**config.mk**
```make
export PLATFORM = sky130hd
export DESIGN_NAME = burst_ctrl
export DESIGN_NICKNAME = d
export VERILOG_FILES = /design/src/rtl/burst_pkg.sv /design/src/rtl/burst_addr_counter.sv /design/src/rtl/burst_ctrl.sv
export SDC_FILE = /design/constraint.sdc
export NUM_CORES = 1
export LEC_CHECK = 0
export ABC_AREA = 1
export BUFFER_PORTS_ARGS = -buffer_cell sky130_fd_sc_hd__buf_2
export CAP_MARGIN = 20
export CORE_MARGIN = 3
export CORE_UTILIZATION = 50
export DETAILED_ROUTE_END_ITERATION = 12
export HOLD_SLACK_MARGIN = 0.12
export PLACE_DENSITY = 0.82
export SETUP_SLACK_MARGIN = 0.1
export SYNTH_ARGS = -nofsm -noshare
export SYNTH_HDL_FRONTEND = slang
export SYNTH_HIERARCHICAL = 1
export SYNTH_SLANG_ARGS = --single-unit
```
**constraint.sdc**
```tcl
create_clock -name clk -period 2.4 [get_ports clk]
set_input_delay 0.6 -clock clk [delete_from_list [all_inputs] [get_ports clk]]
set_output_delay 0.6 -clock clk [all_outputs]
set_load 0.005 [all_outputs]
```
**src/rtl/burst_pkg.sv**
```systemverilog
// burst_pkg: constants shared by the burst address controller and the
// burst-length comparator that sits next to it at the burst-test top.
//   - FSM state encodings (IDLE / ACCESS / DONE)
//   - default widths, which must agree between burst_ctrl and the comparator
package burst_pkg;

  localparam logic [1:0] IDLE   = 2'd0;
  localparam logic [1:0] ACCESS = 2'd1;
  localparam logic [1:0] DONE   = 2'd2;

  localparam int DEF_ADDR_WIDTH     = 8;
  localparam int DEF_COUNTER_WIDTH  = 4;
  localparam int DEF_TIMEOUT_CYCLES = 255;

endpackage

```
**src/rtl/burst_addr_counter.sv**
```systemverilog
// burst_addr_counter: loadable MRAM address and completed-beat counter.
//   clk, rst : clock, asynchronous active-high reset (both registers -> 0)
//   load     : copy base into addr and clear counter (burst start)
//   beat     : one beat accepted; addr+1 (wraps mod 2^ADDR_WIDTH), counter+1
//   base     : first address of the burst
//   addr     : current MRAM address
//   counter  : completed-beat count
// load has priority over beat; the controller never raises both together.
module burst_addr_counter
  import burst_pkg::*;
#(
  parameter int ADDR_WIDTH    = DEF_ADDR_WIDTH,
  parameter int COUNTER_WIDTH = DEF_COUNTER_WIDTH
) (
  input  logic                     clk,
  input  logic                     rst,
  input  logic                     load,
  input  logic                     beat,
  input  logic [ADDR_WIDTH-1:0]    base,
  output logic [ADDR_WIDTH-1:0]    addr,
  output logic [COUNTER_WIDTH-1:0] counter
);

  always_ff @(posedge clk or posedge rst) begin
    if (rst) begin
      addr    <= '0;
      counter <= '0;
    end else if (load) begin
      addr    <= base;
      counter <= '0;
    end else if (beat) begin
      addr    <= addr + ADDR_WIDTH'(1);
      counter <= counter + COUNTER_WIDTH'(1);
    end
  end

endmodule

```
**src/rtl/burst_ctrl.sv**
```systemverilog
// burst_ctrl: burst address controller for the MRAM burst test path.
// Walks addresses from base_addr, one access per beat, and keeps the beat
// counter that feeds the external burst-length comparator; the comparator's
// combinational stop_signal ends the burst.
//
// Ports:
//   clk, rst     : clock, asynchronous active-high reset
//   start        : burst request, sampled only in IDLE
//   wr_mode      : 1 = write burst, 0 = read burst (latched with start)
//   base_addr    : first burst address (latched with start)
//   abort        : cancel the burst in ACCESS, no done pulse
//   stop_signal  : from comparator, high when counter == burst_len
//   counter      : completed-beat count, to comparator
//   addr         : current MRAM address
//   mem_en       : access request for the current beat
//   mem_we       : write strobe (mem_en & latched wr_mode)
//   mem_ready    : MRAM accepts/completes the current beat
//   busy         : high in ACCESS
//   done         : one-cycle pulse at burst end
//   err          : timeout flag
//   state        : FSM state (debug observation)
//
// MRAM handshake: mem_en is the request and mem_ready the acceptance. A beat
// completes on a clock edge where mem_en=1 and mem_ready=1 (and abort=0);
// while mem_ready=0 the request, addr and counter are held unchanged.
//
// Build option BURST_TIMEOUT_EN: adds a per-beat wait counter; after
// TIMEOUT_CYCLES stalled request cycles err is set and the burst ends through
// DONE. Without it err is tied to 0 and the controller waits indefinitely.
module burst_ctrl
  import burst_pkg::*;
#(
  parameter int ADDR_WIDTH     = DEF_ADDR_WIDTH,
  parameter int COUNTER_WIDTH  = DEF_COUNTER_WIDTH,
  parameter int TIMEOUT_CYCLES = DEF_TIMEOUT_CYCLES
) (
  input  logic                     clk,
  input  logic                     rst,
  input  logic                     start,
  input  logic                     wr_mode,
  input  logic [ADDR_WIDTH-1:0]    base_addr,
  input  logic                     abort,
  input  logic                     stop_signal,
  output logic [COUNTER_WIDTH-1:0] counter,
  output logic [ADDR_WIDTH-1:0]    addr,
  output logic                     mem_en,
  output logic                     mem_we,
  input  logic                     mem_ready,
  output logic                     busy,
  output logic                     done,
  output logic                     err,
  output logic [1:0]               state
);

  logic [1:0] state_q;
  logic [1:0] state_d;
  logic       wr_q;
  logic       load;
  logic       beat;
  logic       timeout_hit;

  // The comparator is combinational, so the request drops in the same cycle
  // the count reaches burst_len: no access is issued past the last beat.
  assign mem_en = (state_q == ACCESS) & ~stop_signal;
  assign mem_we = mem_en & wr_q;
  assign busy   = (state_q == ACCESS);
  assign done   = (state_q == DONE);
  assign state  = state_q;

  // Priority in ACCESS: abort > stop > mem_ready beat > timeout.
  always_comb begin
    state_d = state_q;
    load    = 1'b0;
    beat    = 1'b0;
    case (state_q)
      IDLE: begin
        if (start) begin
          load    = 1'b1;
          state_d = ACCESS;
        end
      end
      ACCESS: begin
        if (abort) begin
          state_d = IDLE;
        end else if (stop_signal) begin
          state_d = DONE;
        end else if (mem_ready) begin
          beat = 1'b1;
        end else if (timeout_hit) begin
          state_d = DONE;
        end
      end
      DONE:    state_d = IDLE;
      default: state_d = IDLE;
    endcase
  end

  always_ff @(posedge clk or posedge rst) begin
    if (rst) begin
      state_q <= IDLE;
      wr_q    <= 1'b0;
    end else begin
      state_q <= state_d;
      if (load) begin
        wr_q <= wr_mode;
      end
    end
  end

  burst_addr_counter #(
    .ADDR_WIDTH   (ADDR_WIDTH),
    .COUNTER_WIDTH(COUNTER_WIDTH)
  ) u_addr_counter (
    .clk    (clk),
    .rst    (rst),
    .load   (load),
    .beat   (beat),
    .base   (base_addr),
    .addr   (addr),
    .counter(counter)
  );

`ifdef BURST_TIMEOUT_EN
  localparam int WAIT_W = $clog2(TIMEOUT_CYCLES + 1);

  logic [WAIT_W-1:0] wait_q;
  logic              err_q;

  // Fires on the TIMEOUT_CYCLES-th consecutive stalled request cycle, so the
  // edge closing that cycle sets err and moves to DONE.
  assign timeout_hit = mem_en & ~mem_ready &
                       (wait_q == WAIT_W'(TIMEOUT_CYCLES - 1));
  assign err         = err_q;

  always_ff @(posedge clk or posedge rst) begin
    if (rst) begin
      wait_q <= '0;
      err_q  <= 1'b0;
    end else begin
      if (load || mem_ready) begin
        wait_q <= '0;
      end else if (mem_en) begin
        wait_q <= wait_q + WAIT_W'(1);
      end
      if (load) begin
        err_q <= 1'b0;
      end else if (busy && !abort && timeout_hit) begin
        err_q <= 1'b1;
      end
    end
  end
`else
  assign timeout_hit = 1'b0;
  assign err         = 1'b0;
`endif

endmodule
```
Yosys cells after proc, flatten, opt, wreduce, memory -nomap -nowiden
Index checks and enable logic that the tools add are counted.
{ "word_totals": {"regBits": 15, "latchBits": 0, "ram_bits": 0, "rom_bits": 0, "in_bits": 15, "wordCells": 30, "memories": 0} }
{ "op_classes": {"addsub": 2, "multipliers": 0, "n_div": 0, "order_cmp": 0, "eq_ne": 4, "shifts": 0, "mux": 14, "bitwise_logic": 3, "n_reduce_logical": 3} }
{ "ops": {"columns": ["op", "count"], "rows": [
  ["$mux W8", 2],
  ["$add A8 B1 Y8 const B", 1],
  ["$mux W4", 2],
  ["$mux W1", 6],
  ["$mux W2", 3],
  ["$add A4 B1 Y4 const B", 1],
  ["$pmux W2 S2", 1],
  ["$ne A3 B3 Y1 const B", 1],
  ["$and A1 B1 Y1", 2],
  ["$eq A2 B1 Y1 const B", 1],
  ["$eq A2 B2 Y1 const B", 1],
  ["$logic_not A2 Y1", 1],
  ["$ne A2 B2 Y1 const B", 1],
  ["$reduce_and A2 Y1", 1],
  ["$reduce_bool A2 Y1", 1],
  ["$not A1 Y1", 1]
]} }

Longest topological paths before layout
Gate-level depths: netlist of the first run.
{ "depth": {"word_depth": 6, "mapped_depth": 11} }

By module
The synthesis of the first run kept the hierarchy.
{ "modules_own_cells": {"columns": ["module", "instances", "cells_per_inst", "area_each_um2", "seq_area_each_um2"], "rows": [
  ["burst_addr_counter", 1, 86, 684.4, 300.3],
  ["burst_ctrl", 1, 27, 187.7, 75.1]
]} }

Worst setup path after synthesis of the first run
Ideal clock, no wire load.
{ "synth_timing": {"path_kind": "input -> register", "from": "input abort", "to": "register u_addr_counter.counter[3]", "setup_time_ns": 0.119, "arrival_ns": 1.348, "required_ns": 2.281, "path_slack_ns": 0.933, "path_stages": 8, "path_buffers": 0, "cell_sequence": "nor2_1 nand2_2 nor2_2 nor2_4 nor2_2 nand3_1 nand2_1 nor2_1"} }
{ "synth_via": {"elab_chain_len": 3} }
{ "synth_lines": {"columns": ["item", "line_no", "text"], "rows": [
  ["start, declared", "burst_ctrl.sv:42", "input logic abort,"],
  ["$mux W1", "burst_ctrl.sv:83", "if (abort) begin"],
  ["$mux W1", "burst_ctrl.sv:75", "case (state_q)"],
  ["named net beat", "burst_ctrl.sv:59", "logic beat;"],
  ["$reduce_bool A2 Y1 (no source line)", null, null],
  ["end signal, assigned", "burst_addr_counter.sv:33", "counter <= counter + COUNTER_WIDTH'(1);"],
  ["end, declared", "burst_addr_counter.sv:21", "output logic [COUNTER_WIDTH-1:0] counter"]
]} }
The timed path passes the listed nets, and every way through them passes these cells.
A chain may end at the register's enable or synchronous reset.

Worst setup path in the final report of the first run
{ "layout_timing": {"from": "register state_q[1], in the netlist state[1]", "to": "output mem_we"} }
{ "layout_via": {"elab_chain_len": 3} }
{ "layout_lines": {"columns": ["item", "line_no", "text"], "rows": [
  ["start, declared", "burst_ctrl.sv:55", "logic [1:0] state_q;"],
  ["start signal, assigned", "burst_ctrl.sv:103", "state_q <= state_d;"],
  ["$eq A2 B1 Y1", "burst_ctrl.sv:64", "assign mem_en = (state_q == ACCESS) & ~stop_signal;"],
  ["$and A1 B1 Y1", "burst_ctrl.sv:64", null],
  ["$and A1 B1 Y1", "burst_ctrl.sv:65", "assign mem_we = mem_en & wr_q;"],
  ["end, declared", "burst_ctrl.sv:47", "output logic mem_we,"]
]} }
Every way passes these cells.

==> impl_metrics.csv, run 1 <==
group,metric,value,unit
final_layout,final_cell_area,1060,um2
cts,clk_pin_slew_worst_paths,0.09,ns
synth,synth.yosys.warnings,6,
synth,synthesis.nets,130,
synth,synth_top_cell_by_area,"dfrtp_1",
grt,grt_pass1_wl,2910,um
final_layout,antenna_cells,0,
timing,rsz0062_at_grt,"no",
floorplanning,die_area,2280,um2
synth,synth_area_leaders,"dfrtp_1, nand2_1, nand3_1, inv_1, a22oi_1",
synth,synth_edf_count,0,
placed_design,placed_cells,159,
floorplanning,fp.dieW,47.8,um
route,vias,851,
critical_path,critPathLaunch,"state[1]$_DFFE_PP0P_",
cts,htreeDepth,1,
synth,ys_ff_latch,15,
timing,hold_viol_final,0,
timing,finalMaxSlewViolations,0,
final_layout,final_cells,163,
route,avgRoutedWirePerCell,11.3,um
route,firstDrtPassIters,4,
placed_design,port_buffers,32,
critical_path,r2r_setup_slack,0.79,ns
route,drt_iter0_markers,17,
synth,synth_commonest_cells,"nand2_1, dfrtp_1, inv_1",
run_status,status,"complete, no violations",
placed_design,place_hpwl,1440,um
critical_path,critPathMaxFanout,4,
placed_design,placed_area,1030,um2
power_and_ir_drop,p_per_area,677,nW/um2
flow_run,max-cap-violations,0,
synth,synth_top_flop_cell,"dfrtp_1",
cts,clk_path_buf_depth,2,
timing,fmax,546,MHz
grt,grt_max_degree,13,
cts,cts_resized,0,
timing,fin_worst_skew,0.00574,ns
final_layout,synthToLayoutAreaGrowth,21.5,%
placed_design,gp_congestion,0.816,
route,ant_nets,0,
synth,yosysMostFrequentCell,"nand2_1",
floorplanning,ios,34,
timing,post-route-min-period,1.83,ns
cts,cts_setup_buffers,0,
floorplanning,core,1580,um2
grt,grt_pass1_vias,715,
cts,numCtsBuffers,3,
critical_path,critPathKind,"flip-flop to output port",
critical_path,reg2reg_from,"state[1]$_DFFE_PP0P_",
critical_path,startpoint_type,"flip-flop",
floorplanning,start_util,0.553,
synth,synthArstFlopShare,1.00,
final_layout,drive_gt1_frac,0.320,
synth,ys_seq_area_frac,0.430,
grt,antenna_found_initial,0,
floorplanning,die_h,47.8,um
power_and_ir_drop,vdd_drop_max,0.499,mV
hold_path,hp-class,"input port to async pin",
final_layout,nNetsFinal,165,
grt,grt_usage,0.179,
cts,cts.root.buffer_cell,"clkbuf_4",
critical_path,endpoint_kind,"output port",
timing,hold_slack,0.173,ns
synth,syn_area,872,um2
timing,setup-tns-final,0,ns
synth,synth_cells,113,
cts,clkLatencyLatePin,0.29,ns
synth,yosys.area.top_type_share,0.430,
route,drc,0,
route,totalWireLength,1840,um
cts,cts_tree,"done",
critical_path,arrival,1.23,ns
timing,period_share,0.763,
synth,avgSynthCellArea,7.72,um2
floorplanning,rows,14,
route,via_per_inst,5.22,
synth,ys_types,24,
grt,gr-total-overflow,0,
cts,postCtsHoldBufs,0,
critical_path,required,1.80,ns
power_and_ir_drop,p_leak,0.000606,uW
timing,finalSetupViolations,0,
cts,cts.sink_count,15,
==> metrics by stage <==
step,setup WS [ns],utilization,power [uW]
after floorplan,0.933,-,489
after global placement,0.677,0.656,570
after detailed placement,0.686,0.656,574
after CTS,0.546,0.672,724
after global routing,0.476,0.672,773
final,0.570,0.672,717
==> state kept, by name, summed over array words and instances (netlist names) <==
signal,flops
u_addr_counter/addr,8
u_addr_counter/counter,4
state,2
wr_q,1
==> cell families after synthesis <==
kind of cell | share of synthesized area
compound gates | 0.123
buf+inv | 0.0933
other cells | 0.00430
flops | 0.430
fa+ha+maj | 0.0287
xor+xnor | 0.0100
simple gates | 0.310
==> routing by layer <==
metal	track usage	wire length, um
met1	0.238	861
met2	0.282	833
met3	0.0338	123
met4	0.0753	23
met5	0	0
==> path summary, 6_finish.rpt <==
| path | endpoint | depth (start not counted) |
|---|---|---|
| worst min-delay path | state[0]$_DFFE_PP0P_ | 2 |
| worst max-delay path | mem_we | 4 |
| worst max register to register | u_addr_counter/addr[6]$_DFFE_PP0P_ | 10 |
| worst min register to register | wr_q$_DFFE_PP0P_ | 2 |
| max in group asynchronous | u_addr_counter/addr[0]$_DFFE_PP0P_ | 2 |
| min in group clk | state[1]$_DFFE_PP0P_ | 2 |
==> critical path, cell delays in order, from the launching register on <==
cell and delay (ns):
dfrtp_1 0.45, inv_1 0.10, nand2_1 0.09, nor3_1 0.16
buf_2 0.15
==> cell type report <==
type	instances	area, um2
clock buffers	4	26.3
well taps	16	20.0
fillers	142	517
inverters	16	62.6
repair buffers	32	160
flip-flops and latches	15	375
multi-input cells	80	415
==> cell usage in the layout (no fill, tap or decap), drive strengths merged, types with 2 or more instances in the layout <==
master,instances
a21oi,3
a22oi,5
buf,32
clkbuf,4
dfrtp,15
ha,2
inv,16
nand2,34
nand3,10
nor2,14
nor3,2
o21ai,4
o21bai,2
==> power breakdown <==
| group | total, uW | switching [uW] | internal, uW | leakage [uW] |
|---|---|---|---|---|
| combinational | 217 | 118 | 98.9 | 0.000399 |
| clock | 150 | 85.1 | 64.6 | 0.0000150 |
| sequential | 351 | 53.9 | 297 | 0.000193 |
Power figures use the tool's default switching activity.
==> run 2: changes to the inputs <==
Settings changed: CORE_UTILIZATION 50 to 47, PLACE_DENSITY 0.82 to 0.77.
Clock period 2.4 ns to 1.9 ns, I/O delays scaled along.
==> run 2 against run 1 <==
  * Clock-buffer cell count stayed put
  * Non-clock buffer count increased by 2
  * Sequential cell count stayed put
  * Die area increased by 5.6%
  * Critical path depth is the same
  * Via count fell by 2.7%
  * Clock power is 16% higher
  * Final cell count rose by 6.1%
==> impl_metrics.csv, run 2 (synthesis gave the netlist of run 1 again) <==
group,metric,value,unit
timing,setup-tns-final,0,ns
power_and_ir_drop,netSwitchingFraction,0.350,
grt,grt_pass1_vias,733,
power_and_ir_drop,p_sw,315,uW
cts,clkLatencyLatePin,0.28,ns
cts,clk_path_buf_depth,2,
final_layout,most-common-layout-cells,"buf_2, nand2_1, dfrtp_1",
final_layout,nNetsFinal,167,
power_and_ir_drop,vdd_drop_max,0.584,mV
final_layout,drive_gt1_frac,0.322,
power_and_ir_drop,p_leak,0.000616,uW
timing,finalSetupViolations,0,
placed_design,port_buffers,32,
power_and_ir_drop,seq_power_share,0.499,
cts,postCtsHoldBufs,1,
timing,fin_worst_skew,0.00153,ns
critical_path,r2r_cells,10,
cts,clk_pin_slew_worst_paths,0.08,ns
critical_path,endpoint_kind,"output port",
hold_path,hold_depth,2,
route,vias,828,
grt,gr-total-overflow,0,
cts,cts_tree,"done",
timing,finalMaxSlewViolations,0,
critical_path,critPathMaxFanout,4,
run_status,status,"complete, no violations",
cts,cts.sink_count,15,
grt,grt_usage,0.171,
critical_path,arrival,1.17,ns
power_and_ir_drop,p_clk_frac,0.194,
final_layout,final_common_cell,"buf_2",
final_layout,final_cell_area,1090,um2
timing,period_share,0.864,
floorplanning,ios,34,
final_layout,max_flop_register,"u_addr_counter/addr",
route,via_per_inst,4.79,
final_layout,fillCellCount,149,
cts,htreeDepth,1,
cts,cts_setup_buffers,0,
final_layout,multi_input_area,415,um2
grt,grt_pass1_wl,3240,um
route,ant_nets,0,
power_and_ir_drop,p_per_area,828,nW/um2
power_and_ir_drop,power_frac_comb,0.308,
grt,grt_max_degree,13,
floorplanning,core,1630,um2
cts,numCtsBuffers,3,
timing,fmax,609,MHz
final_layout,fin_util,0.667,
timing,hold_viol_final,0,
route,totalWireLength,1930,um
timing,post-route-min-period,1.64,ns
critical_path,required,1.42,ns
floorplanning,die_h,49.1,um
critical_path,critPathKind,"flip-flop to output port",
final_layout,largest_reg_flops,8,
floorplanning,die_area,2410,um2
route,drt_iter0_markers,20,
route,avgRoutedWirePerCell,11.2,um
placed_design,gp_congestion,0.796,
route,drc,0,
timing,rsz0062_at_grt,"no",
cts,cts.root.buffer_cell,"clkbuf_4",
route,firstDrtPassIters,4,
floorplanning,rows,14,
final_layout,antenna_cells,0,
cts,cts_resized,0,
hold_path,hp-class,"input port to flip-flop",
final_layout,synthToLayoutAreaGrowth,24.7,%
critical_path,startpoint_type,"flip-flop",
placed_design,placed_area,1050,um2
flow_run,max-cap-violations,0,
grt,antenna_found_initial,0,
floorplanning,fp.dieW,49.1,um
power_and_ir_drop,internal_power,585,uW
placed_design,place_hpwl,1500,um
final_layout,ff_latch_area,375,um2
floorplanning,start_util,0.535,
run 2: cell types whose count changed in the layout (fill, tap and decap cells not counted), sizes merged:
cell	change
dlygate4sd3	+1
buf	+1
run 2: worst max-delay path, stage by stage (launching register included):
cell and delay (ns):
dfrtp_1 0.45, inv_1 0.10, nand2_1 0.08, nor3_1 0.13, buf_2 0.13
run 2: path summary, 6_finish.rpt:
check	to	from	slack (ns)
hold / removal	state[1]$_DFFE_PP0P_	abort	0.37
setup reg to reg	u_addr_counter/addr[6]$_DFFE_PP0P_	state[1]$_DFFE_PP0P_	0.42
max in group asynchronous	u_addr_counter/addr[6]$_DFFE_PP0P_	rst	0.83
setup / recovery	mem_we	state[1]$_DFFE_PP0P_	0.26
min in group asynchronous	state[1]$_DFFE_PP0P_	rst	0.61
hold reg to reg	wr_q$_DFFE_PP0P_	wr_q$_DFFE_PP0P_	0.49
run 2: power groups by stage:
stage	registers, uW	logic [uW]	clock network [uW]
after floorplan	445	172	0
after global placement	449	276	0
after detailed placement	454	276	0
after CTS	448	279	179
after global routing	461	316	195
final	449	277	174
run 2: stage by stage:
step / worst slack (ns) / cells / hold slack, ns / total power, uW
detailed placement: 0.330 / 168 / 0.358 / 730
CTS: 0.258 / 173 / 0.368 / 906
finish: 0.259 / 173 / 0.371 / 900
global route: 0.177 / 173 / 0.371 / 972
floorplan: 0.558 / 113 / 0.229 / 617
global placement: 0.359 / 168 / 0.349 / 725
run 2: layout make-up:
type	count	area share
Clock buffer	4	0.0242
Inverter	16	0.0575
Multi-Input combinational cell	80	0.382
Timing Repair Buffer	34	0.163
Tap cell	24	0.0276
Sequential cell	15	0.345
run 2: layer usage:
layer,up-vias,track usage,part of all wire
li1,432,-,-
met1,373,0.233,0.47
met2,23,0.266,0.47
met3,0,0.0550,0.060
met4,0,0.0284,0
met5,-,0,0
